<file path="src/rtl/ccr_unit_if.sv">
// ccr_unit_if: bundles the execute-stage control/flag inputs and the
// condition-code outputs of ccr_unit.
//   master : the driving side (pipeline control, ALU); drives the inputs and observes the flags.
//   slave  : ccr_unit itself.
// Signals:
//   stall, flush          pipeline control
//   alu_op, alu_carry, alu_zero, alu_neg   ALU control and raw flag outputs
//   jmp_type              jump type of the instruction in execute
//   int_save, rti         interrupt entry / return (push / pop the flags)
//   flags                 {C,N,Z}; flags_word is flags zero-extended to N bits
//   take_branch           combinational jump decision
//   save_depth, save_err  save-stack occupancy and sticky error
interface ccr_unit_if #(
  parameter int unsigned N = 16
);
  logic         stall;
  logic         flush;
  logic [3:0]   alu_op;
  logic         alu_carry;
  logic         alu_zero;
  logic         alu_neg;
  logic [2:0]   jmp_type;
  logic         int_save;
  logic         rti;
  logic [2:0]   flags;
  logic [N-1:0] flags_word;
  logic         take_branch;
  logic [1:0]   save_depth;
  logic         save_err;

  modport master (
    output stall, flush, alu_op, alu_carry, alu_zero, alu_neg,
           jmp_type, int_save, rti,
    input  flags, flags_word, take_branch, save_depth, save_err
  );

  modport slave (
    input  stall, flush, alu_op, alu_carry, alu_zero, alu_neg,
           jmp_type, int_save, rti,
    output flags, flags_word, take_branch, save_depth, save_err
  );
endinterface

</file>
<file path="src/rtl/ccr_unit.sv">
// ccr_unit: condition-code register stage after the execute-stage ALU.
// Latches the ALU zero/negative/carry flags by alu_op. It resolves conditional
// jumps against the held flags, and a taken conditional jump clears the tested flag.
// It saves and restores the flags across interrupt entry and RTI on a small LIFO.
// Ports:
//   clk         clock, rising edge
//   rst         synchronous active-high reset
//   bus         ccr_unit_if.slave (see interface header for the signal list)
// Configuration:
//   CCR_NESTED_INT_EN  defined -> two-slot save stack (save_depth 0..2);
//                      undefined -> one slot, save_depth[1] tied to 0.
module ccr_unit #(
  parameter int unsigned N = 16
) (
  input  logic       clk,
  input  logic       rst,
  ccr_unit_if.slave  bus
);

  // Bit positions inside {C,N,Z}
  localparam int unsigned ZB = 0;
  localparam int unsigned NB = 1;
  localparam int unsigned CB = 2;

  localparam logic [2:0] JT_JZ  = 3'd1;
  localparam logic [2:0] JT_JN  = 3'd2;
  localparam logic [2:0] JT_JC  = 3'd3;
  localparam logic [2:0] JT_JMP = 3'd4;

  logic [2:0] flags_q, flags_d;
  logic       err_q, err_d;
  logic [2:0] slot0_q, slot0_d;
`ifdef CCR_NESTED_INT_EN
  logic [1:0] depth_q, depth_d;
  logic [2:0] slot1_q, slot1_d;
`else
  logic       depth_q, depth_d;
`endif

  logic [2:0] alu_flags;
  logic [2:0] clr_mask;
  logic [2:0] post_flags;
  logic [2:0] top_entry;
  logic       stk_full;
  logic       stk_empty;
  logic       take;

  // Flags as the ALU op alone would leave them
  always_comb begin
    alu_flags = flags_q;
    case (bus.alu_op)
      4'd1, 4'd7, 4'd8: begin
        alu_flags[ZB] = bus.alu_zero;
        alu_flags[NB] = bus.alu_neg;
      end
      4'd2, 4'd3, 4'd5, 4'd6: begin
        alu_flags[ZB] = bus.alu_zero;
        alu_flags[NB] = bus.alu_neg;
        alu_flags[CB] = bus.alu_carry;
      end
      4'd11:   alu_flags[CB] = 1'b1;
      4'd12:   alu_flags[CB] = 1'b0;
      default: ;
    endcase
  end

  // A taken conditional jump clears its tested bit. The bit is set exactly
  // when the jump is taken, so the mask is the held bit itself.
  always_comb begin
    clr_mask = 3'b000;
    case (bus.jmp_type)
      JT_JZ:   clr_mask[ZB] = flags_q[ZB];
      JT_JN:   clr_mask[NB] = flags_q[NB];
      JT_JC:   clr_mask[CB] = flags_q[CB];
      default: ;
    endcase
  end

  // The clear wins over the ALU update on the same bit
  assign post_flags = alu_flags & ~clr_mask;

  // Jump decision from registered flags only; stall does not mask it
  always_comb begin
    take = 1'b0;
    if (!bus.flush) begin
      case (bus.jmp_type)
        JT_JZ:   take = flags_q[ZB];
        JT_JN:   take = flags_q[NB];
        JT_JC:   take = flags_q[CB];
        JT_JMP:  take = 1'b1;
        default: take = 1'b0;
      endcase
    end
  end

  // Save-stack occupancy and top-of-stack view
`ifdef CCR_NESTED_INT_EN
  assign stk_full  = (depth_q == 2'd2);
  assign stk_empty = (depth_q == 2'd0);
  assign top_entry = (depth_q == 2'd2) ? slot1_q : slot0_q;
`else
  assign stk_full  = depth_q;
  assign stk_empty = ~depth_q;
  assign top_entry = slot0_q;
`endif

  // Next-state: rti > jump clear > ALU update > int_save capture
  always_comb begin
    flags_d = flags_q;
    err_d   = err_q;
    depth_d = depth_q;
    slot0_d = slot0_q;
`ifdef CCR_NESTED_INT_EN
    slot1_d = slot1_q;
`endif
    if (!bus.stall && !bus.flush) begin
      if (bus.rti) begin
        // A push coinciding with a pop is always dropped
        if (bus.int_save) begin
          err_d = 1'b1;
        end
        if (stk_empty) begin
          flags_d = post_flags;
          err_d   = 1'b1;
        end else begin
          flags_d = top_entry;
`ifdef CCR_NESTED_INT_EN
          depth_d = depth_q - 2'd1;
`else
          depth_d = 1'b0;
`endif
        end
      end else begin
        flags_d = post_flags;
        if (bus.int_save) begin
          if (stk_full) begin
            err_d = 1'b1;
          end else begin
`ifdef CCR_NESTED_INT_EN
            if (depth_q == 2'd0) begin
              slot0_d = post_flags;
            end else begin
              slot1_d = post_flags;
            end
            depth_d = depth_q + 2'd1;
`else
            slot0_d = post_flags;
            depth_d = 1'b1;
`endif
          end
        end
      end
    end
  end

  // State registers; stall freezes everything
  always_ff @(posedge clk) begin
    if (rst) begin
      flags_q <= 3'b000;
      err_q   <= 1'b0;
      slot0_q <= 3'b000;
`ifdef CCR_NESTED_INT_EN
      depth_q <= 2'd0;
      slot1_q <= 3'b000;
`else
      depth_q <= 1'b0;
`endif
    end else begin
      flags_q <= flags_d;
      err_q   <= err_d;
      slot0_q <= slot0_d;
      depth_q <= depth_d;
`ifdef CCR_NESTED_INT_EN
      slot1_q <= slot1_d;
`endif
    end
  end

  assign bus.flags       = flags_q;
  assign bus.flags_word  = N'(flags_q);
  assign bus.take_branch = take;
  assign bus.save_err    = err_q;
`ifdef CCR_NESTED_INT_EN
  assign bus.save_depth  = depth_q;
`else
  assign bus.save_depth  = {1'b0, depth_q};
`endif

endmodule

</file>
<file path="src/flat_wrapper.sv">
// flat-port wrapper written by rule: the top's interface ports become plain ports
module ccr_unit_flat 
#(
  parameter int unsigned N = 16
)
  (clk, rst, bus_stall, bus_flush, bus_alu_op, bus_alu_carry, bus_alu_zero, bus_alu_neg, bus_jmp_type, bus_int_save, bus_rti, bus_flags, bus_flags_word, bus_take_branch, bus_save_depth, bus_save_err);
  ccr_unit_if #(.N(N)) bus_i ();
  input  logic clk;
  input  logic rst;
  input wire logic [$bits(bus_i.stall)-1:0] bus_stall;
  input wire logic [$bits(bus_i.flush)-1:0] bus_flush;
  input wire logic [$bits(bus_i.alu_op)-1:0] bus_alu_op;
  input wire logic [$bits(bus_i.alu_carry)-1:0] bus_alu_carry;
  input wire logic [$bits(bus_i.alu_zero)-1:0] bus_alu_zero;
  input wire logic [$bits(bus_i.alu_neg)-1:0] bus_alu_neg;
  input wire logic [$bits(bus_i.jmp_type)-1:0] bus_jmp_type;
  input wire logic [$bits(bus_i.int_save)-1:0] bus_int_save;
  input wire logic [$bits(bus_i.rti)-1:0] bus_rti;
  output wire logic [$bits(bus_i.flags)-1:0] bus_flags;
  output wire logic [$bits(bus_i.flags_word)-1:0] bus_flags_word;
  output wire logic [$bits(bus_i.take_branch)-1:0] bus_take_branch;
  output wire logic [$bits(bus_i.save_depth)-1:0] bus_save_depth;
  output wire logic [$bits(bus_i.save_err)-1:0] bus_save_err;
  assign bus_i.stall = bus_stall;
  assign bus_i.flush = bus_flush;
  assign bus_i.alu_op = bus_alu_op;
  assign bus_i.alu_carry = bus_alu_carry;
  assign bus_i.alu_zero = bus_alu_zero;
  assign bus_i.alu_neg = bus_alu_neg;
  assign bus_i.jmp_type = bus_jmp_type;
  assign bus_i.int_save = bus_int_save;
  assign bus_i.rti = bus_rti;
  assign bus_flags = bus_i.flags;
  assign bus_flags_word = bus_i.flags_word;
  assign bus_take_branch = bus_i.take_branch;
  assign bus_save_depth = bus_i.save_depth;
  assign bus_save_err = bus_i.save_err;
  ccr_unit #(.N(N)) u_core (.clk(clk), .rst(rst), .bus(bus_i));
endmodule
</file>
<file path="config.mk">
export PLATFORM = sky130hd
export DESIGN_NAME = ccr_unit_flat
export DESIGN_NICKNAME = d
export VERILOG_FILES = /design/src/rtl/ccr_unit_if.sv /design/src/rtl/ccr_unit.sv /design/src/flat_wrapper.sv
export SDC_FILE = /design/constraint.sdc
export NUM_CORES = 1
export LEC_CHECK = 0
export CAP_MARGIN = 20
export CORE_ASPECT_RATIO = 0.7
export CORE_MARGIN = 5
export CORE_UTILIZATION = 33
export DETAILED_ROUTE_END_ITERATION = 12
export PLACE_DENSITY_LB_ADDON = 0.12
export SETUP_SLACK_MARGIN = 0.3
export SYNTH_ARGS = -nofsm -noshare
export SYNTH_HDL_FRONTEND = slang
export SYNTH_SLANG_ARGS = --single-unit
</file>
<file path="constraint.sdc">
create_clock -name clk -period 1.3 [get_ports clk]
set_input_delay 0.26 -clock clk [delete_from_list [all_inputs] [get_ports clk]]
set_output_delay 0.26 -clock clk [all_outputs]
set_load 0.005 [all_outputs]
</file>
# After elaboration in Yosys (flattened, before gate mapping)
# Cells that the tools add are included.
# word_totals
reg_bits	8
in_bits	16
out_inout_bits	23
wordCells	46
# op_classes
eq_ne	14
muxes	15
bitwise_logic	3
reduce_logical	10
# op_table
cell	count
4-bit by 3-bit == test with 1-bit output (second input constant)	3
4-bit == test (second input constant)	3
1-bit 2-to-1 mux	10
4-bit by 2-bit == test with 1-bit output (second input constant)	2
7-bit OR reduction	1
3-bit by 2-bit == test with 1-bit output (second input constant)	2
3-bit 2-to-1 mux	2
4-bit by 1-bit == test with 1-bit output (second input constant)	1
1-bit case mux with 4 select lines	1
4-bit AND reduction	1
2-bit nonzero test	2
4-bit OR reduction	1
3-bit bitwise AND	1
3-bit by 1-bit == test with 1-bit output (second input constant)	1
3-bit == test (second input constant)	1
3-bit inverter	1
1-bit case mux with 3 select lines	1
3-bit AND reduction	1
1-bit zero test	2
2-bit 2-to-1 mux	1
2-bit inequality test (second input constant)	1
2-bit AND reduction	1
1-bit logical AND	1
1-bit inverter	1

# Depth between registers and ports, before layout
# Gate-level depths: netlist of the first run.
# depth
word_depth	6
ltp_mapped	5

# Worst setup path before layout of the first run
# Ideal clock, no wire load.
# synth_path
path_type	input to register
from	in bus_alu_op[0]
to	reg u_core.slot0_q[0]
setup_time_ns	0.075
arrival_ns	1.325
path_slack_ns	-0.100
stages	4
path_cell_list	or4b_1 o21ai_2 mux2_4 o22ai_1
# synth_between
elab_chain_len	5
# synth_lines
item	line_no	text
from (decl)	flat_wrapper.sv:12	input wire logic [$bits(bus_i.alu_op)-1:0] bus_alu_op;
4-bit by 1-bit == test with 1-bit output, or another cell as far along	ccr_unit.sv:51	case (bus.alu_op)
7-bit OR reduction (no line) *	-	
2-bit 2-to-1 mux *	ccr_unit.sv:51	
3-bit bitwise AND *	ccr_unit.sv:80	assign post_flags = alu_flags & ~clr_mask;
3-bit 2-to-1 mux *	-	
to (signal assigned)	ccr_unit.sv:171	slot0_q <= slot0_d;
to (decl)	ccr_unit.sv:32	logic [2:0] slot0_q, slot0_d;
# Mark *: on every way between the ends. The rest lies on a longest branch, timed or not.
# A chain may end at the register's enable or synchronous reset.

# Final worst setup path of the first run
# layout_path
from	reg u_core.flags_q[2] (netlist: u_core.bus.flags[2])
to	out bus_take_branch
# layout_between
elab_chain_len	2
# layout_lines
item	line_no	text
from (decl)	ccr_unit.sv:30	logic [2:0] flags_q, flags_d;
from (signal assigned)	ccr_unit.sv:169	flags_q <= flags_d;
1-bit case mux with 4 select lines	ccr_unit.sv:86	case (bus.jmp_type)
1-bit 2-to-1 mux	ccr_unit.sv:85	if (!bus.flush) begin
to (decl)	flat_wrapper.sv:21	output wire logic [$bits(bus_i.take_branch)-1:0] bus_take_branch;
# No other way between the ends.

==> flow_summary.ini, run 1 <==
[critical_path]
path_delay_family = flip-flops
crit_arrival_ps = 1100
worstSetupEndpointType = primary output
worst-path-buf-inv = 1
slowest_delay_ps = 360
cp_common_cell = mux2i_1
critPathSlowestCell = dfxtp_4
critPathKind = reg2out
crit_fanout = 3
cp-start-kind = flip-flop
path_cells = mux2i_1, o21ai_1, mux2i_1, nor2_1, buf_2
crit_required_ps = 1040

[route]
drtAntennaViolNets = 0
dr.pass1.iters = 4
drtIter0Drc = 13
avgViaCountPerCell = 4.80
drt_wl_total_um = 2070
wl_per_cell_um = 13.7
vias = 725
remaining_drc_errors = 0

[pwr]
sw_frac_of_total_pct = 29.5
switchingPower_mw = 0.208
p_comb_share_pct = 34.5
powerDensity_nw_per_um2 = 631
p_seq_share_pct = 37.3
leakage_nw = 0.509
clockPowerShare_pct = 28.2
ir_worst_vdd_uv = 569
p_int_mw = 0.497

[job]
cap_violations = 0

[status]
outcome = finished with violations
violations = negative setup slack

[synth]
synth_seq_cells = 8
yosys.area.top_type = dfxtp_1
ys_seq_area_share_pct = 23.5
syn_area_per_cell_um2 = 7.82
ys.flop_type = dfxtp_1
synth.area.top_cells = dfxtp_1 24%, buf_4 20%, nand2_1 6.6%
synth_edf_count = 0
ys_warn_count = 0
synth.distinct_cells = 33
syn-cell-area_um2 = 681
syn_inst = 87
synth_top_area_share_pct = 23.5
async_flop_share_pct = 0

[final_layout]
layout-drive-gt1-share_pct = 45.7
utilization_pct = 58.7
area_growth_pct = 64.2
fin_nets = 147
antennaDiodeCount = 0
design_area_um2 = 1120

[timing]
fin_setup_tns_ps = -212
setup_slack_ps = -63.3
hold_ws_ps = 416
slew_violations = 0
finalCritPeriodShare_pct = 105
period_needed_ps = 1360
setup_violations = 6
finClkSkew_ps = 3.91
hold_viol = 0
fmax_mhz = 734
rsz0062_at_grt = yes

[global_routing]
grt_antenna_before_repair = 0
grt_overflow_total = 0
grt_max_degree = 11
first_global_vias = 728
grt_pass1_wl_um = 3180
track_usage_pct = 13.8

[place]
io_buffers = 24
dp_hpwl_um = 1520
gp_congestion = 0.755
placed_area_um2 = 983

[clocking]
cts_buffers = 3
numClockSinks = 8
cts_tree = yes
cts_root_buffer = clkbuf_4
clk_latency_ps = 260
htreeDepth = 1
clock_path_buffers = 2
path_clk_slew_ps = 60

[min_path]
hold_path.class = in2reg

[floorplanning]
num_rows = 13
core_area_um2 = 1900
die_h_um = 48.0
ios = 39
initial_core_util_pct = 35.8
fp.dieW_um = 64.3
die_area_um2 = 3090
-- routing by layer --
metal	GRT usage [%]	wire, µm
met4	3.66	17
met5	0	0
met3	5.40	146
met1	16.6	953
met2	23.4	955
-- worst reg2reg max path, stage by stage (launching register included) --
cell      delay (ps)
dfxtp_4          370
buf_6            100
and3b_1          180
o31ai_2          240
nand4_1          110
a311oi_1         260
-- what timing repair did --
item,4_1_cts,5_1_grt
hold buffers,0,0
resized for setup,89,4
pin swaps,12,2
endpoints found under the setup margin,17,15
buffers inserted,5,2
-- state kept, by name, indices dropped and copies added, names as in the netlist --
signal               count
u_core.bus.flags         3
u_core.bus.save_err      1
u_core.depth_q           1
u_core.slot0_q           3
-- cell usage in the layout (no fill, tap or decap), types with 2 or more instances in the layout --
| master | netlist | routed |
|---|---|---|
| dfxtp_4 | 0 | 2 |
| or4bb_1 | 2 | 2 |
| nand2_1 | 12 | 12 |
| buf_4 | 18 | 14 |
| inv_1 | 3 | 3 |
| nor2_1 | 6 | 5 |
| nor3b_1 | 3 | 3 |
| o21ai_2 | 1 | 2 |
| a41oi_1 | 2 | 2 |
| dfxtp_2 | 0 | 3 |
| conb_1 | 1 | 14 |
| buf_2 | 0 | 6 |
| clkdlybuf4s50_1 | 0 | 4 |
| mux2i_1 | 2 | 2 |
| dlygate4sd2_1 | 0 | 5 |
| o22ai_2 | 0 | 3 |
| buf_6 | 0 | 15 |
| dfxtp_1 | 8 | 3 |
| clkbuf_4 | 0 | 3 |
| mux2_4 | 2 | 3 |
-- power by group through the flow --
stage,combinational (mW),clock (mW),sequential [mW]
final,0.243,0.199,0.263
after global placement,0.209,0,0.268
after CTS,0.230,0.202,0.263
after global routing,0.263,0.230,0.263
after detailed placement,0.212,0,0.269
after floorplan,0.116,0,0.269
-- kinds of logic after synthesis --
group           Yosys count  share of synthesized area [%]
buf+inv                  22                           22.1
simple gates             34                           28.3
compound gates           17                           16.5
flops                     8                           23.5
other cells               1                          0.551
mux                       5                           9.01
-- synth_stat cells (3+ instances only) --
master,count
buf_4,18
nand2_1,12
nor3b_1,3
o22ai_1,3
nor2_1,6
dfxtp_1,8
inv_1,3
-- final timing paths --
path	start	endpoint	slack (ps)	cells past startpoint
min reg2reg	u_core.bus.save_err	u_core.bus.save_err	480	2
max	u_core.bus.flags[2]	bus_take_branch	-60	5
max reg2reg	u_core.bus.flags[2]	u_core.bus.flags[2]	-60	5
min	bus_alu_op[2]	u_core.bus.flags[2]	420	5
-- per-stage QoR --
| step | worst slack [ps] | instances | power [mW] |
|---|---|---|---|
| floorplan | -100 | 100 | 0.386 |
| global route | -152 | 151 | 0.757 |
| detailed placement | -667 | 141 | 0.481 |
| finish | -63.3 | 151 | 0.705 |
| global placement | -650 | 141 | 0.477 |
| CTS | -73.7 | 149 | 0.696 |
-- layout make-up --
| class | count | area (µm²) |
|---|---|---|
| Clock buffer | 3 | 22.5 |
| Fill cell | 188 | 786 |
| Inverter | 3 | 11.3 |
| Multi-Input combinational cell | 70 | 485 |
| Sequential cell | 8 | 171 |
| Tap cell | 22 | 27.5 |
| Timing Repair Buffer | 45 | 399 |
(Power assumes the default switching activity.)
==> run 2, diff against run 1 <==
==> constraint.sdc (replaced) <==
create_clock -name clk -period 1.3 [get_ports clk]
set_input_delay 0.26 -clock clk [delete_from_list [all_inputs] [get_ports clk]]
set_output_delay 0.26 -clock clk [all_outputs]
set_load 0.1 [all_outputs]
==> run 2 against run 1 <==
  * The run still ends with negative setup slack left
  * Sequential power about the same
  * Register-to-register slack got worse by 40 ps
  * Clock power increased by 8%
  * Critical path type unchanged
  * Critical endpoint unchanged
  * Largest cell class is now buffers
==> flow_summary.ini, run 2 (same netlist as run 1, synthesis figures left out) <==
[critical_path]
path_cells = mux2i_1, o21ai_1, mux2i_2, nor2_4, buf_12
critPathKind = reg2out
critPathSlowestCell = dfxtp_4
cp-start-kind = flip-flop
worst_r2r_path_depth = 5
rr_endpoint = u_core.bus.flags[2]
worst-path-buf-inv = 1
worstSetupEndpointType = primary output
path_delay_family = flip-flops
setup.worst_path.end = bus_take_branch
crit_arrival_ps = 1270
crit_fanout = 2
crit_required_ps = 1040
slowest_delay_ps = 350
cp.depth = 5
setup.worst_path.start = u_core.bus.flags[2]
r2r_slack_ps = -100
r2r_start = u_core.bus.flags[2]

[timing]
period_needed_ps = 1530
fmax_mhz = 656
fin_setup_tns_ps = -359
hold_viol = 0
setup_slack_ps = -225
finClkSkew_ps = 5.78
slew_violations = 0
rsz0062_at_grt = yes
finalCritPeriodShare_pct = 117
hold_ws_ps = 421
setup_violations = 4

[final_layout]
fin_nets = 153
register_area_um2 = 176
antennaDiodeCount = 0
instances_no_fill = 158
layout_common_cells = 22 x buf_4, 14 x conb_1, 11 x nand2_1
layout-drive-gt1-share_pct = 52.9
utilization_pct = 67.2
final_common_cell = buf_4
nFillCells = 143
multi_input_area_um2 = 508
area_growth_pct = 87.9

[floorplanning]
fp.dieW_um = 64.3
ios = 39
die_area_um2 = 3090
core_area_um2 = 1900
num_rows = 13
die_h_um = 48.0
initial_core_util_pct = 35.8

[route]
remaining_drc_errors = 0
drt_wl_total_um = 2130
drtIter0Drc = 25
wl_per_cell_um = 13.4
avgViaCountPerCell = 4.90
drtAntennaViolNets = 0
dr.pass1.iters = 4
vias = 774

[global_routing]
track_usage_pct = 13.7
first_global_vias = 713
grt_max_degree = 11
grt_overflow_total = 0
grt_pass1_wl_um = 3230
grt_antenna_before_repair = 0

[clocking]
path_clk_slew_ps = 60
cts_root_buffer = clkbuf_4
cts_buffers = 3
cts_tree = yes
numClockSinks = 8
clk_latency_ps = 260
htreeDepth = 1
clock_path_buffers = 2

[pwr]
p_comb_share_pct = 54.0
p_int_mw = 0.548
p_seq_share_pct = 25.2
ir_worst_vdd_uv = 675
clockPowerShare_pct = 20.9
switchingPower_mw = 0.484
powerDensity_nw_per_um2 = 807
leakage_nw = 0.559
sw_frac_of_total_pct = 46.9

[place]
dpl_worst_slack_ps = -701
dp_hpwl_um = 1490
io_buffers = 24
placed_cells = 142
gp_congestion = 0.837

[status]
violations = negative setup slack
outcome = finished with violations

[job]
cap_violations = 0

[min_path]
hold_path.class = in2reg
-- run 2: changes by cell type in the layout (fill, tap and decap cells not counted), sizes merged --
| cell | change |
|---|---|
| buf | +5 |
| clkbuf | +5 |
| clkdlybuf4s50 | +1 |
| dlygate4sd2 | -3 |
| clkdlybuf4s15 | -1 |
-- run 2: worst min path at each step --
stage | start | end | slack, ps | depth (start not counted)
after floorplan | rst | u_core.bus.flags[2] | 320 | 1
after global placement | u_core.slot0_q[2] | u_core.slot0_q[2] | 460 | 2
after detailed placement | u_core.slot0_q[1] | u_core.slot0_q[1] | 460 | 2
after CTS | bus_alu_op[2] | u_core.bus.flags[2] | 440 | 5
after global routing | bus_alu_op[2] | u_core.bus.flags[2] | 420 | 5
final | bus_alu_op[2] | u_core.bus.flags[2] | 420 | 5
-- run 2: tightest hold or removal path, cell delays in order --
cell and delay (ps):
buf_6 70, buf_4 100, o31ai_2 60, nand4_1 60, a311oi_1 90
-- run 2: power groups by stage --
stage          sequential (mW)  combinational, mW  clock (mW)
6_report                 0.260              0.557       0.215
5_1_grt                  0.260              0.579       0.240
4_1_cts                  0.259              0.532       0.223
3_5_place_dp             0.269              0.504           0
3_3_place_gp             0.268              0.501           0
2_1_floorplan            0.310              0.340           0
-- run 2: final cells by class --
cell class / count / share of cell area, %
clock buffer: 4 / 2.05
inverter: 3 / 0.881
multi-input combinational: 70 / 39.7
sequential: 8 / 13.8
tap: 22 / 2.15
timing repair buffer: 51 / 41.4
-- run 2: what timing repair did --
item                                    4_1_cts  5_1_grt
endpoints found under the setup margin       17       17
gates cloned                                  0        0
setup buffers                                 8        4
hold buffers                                  0        0
resized for setup                            37       21
pin swaps                                    15       10
-- run 2: routing by layer --
layer  wire length (µm)  vias to the layer above  GRT usage, %
met5                  0                        -             0
met4                  0                        0          1.22
met3                189                        0          5.63
met2               1000                       35          23.4
met1                934                      356          17.1
li1                   -                      383             -
-- run 2: per-stage QoR --
step / area, µm² / total power, mW
floorplan: 777 / 0.650
global placement: 1090 / 0.769
CTS: 1210 / 1.01
detailed placement: 1090 / 0.773
global route: 1280 / 1.08
finish: 1280 / 1.03
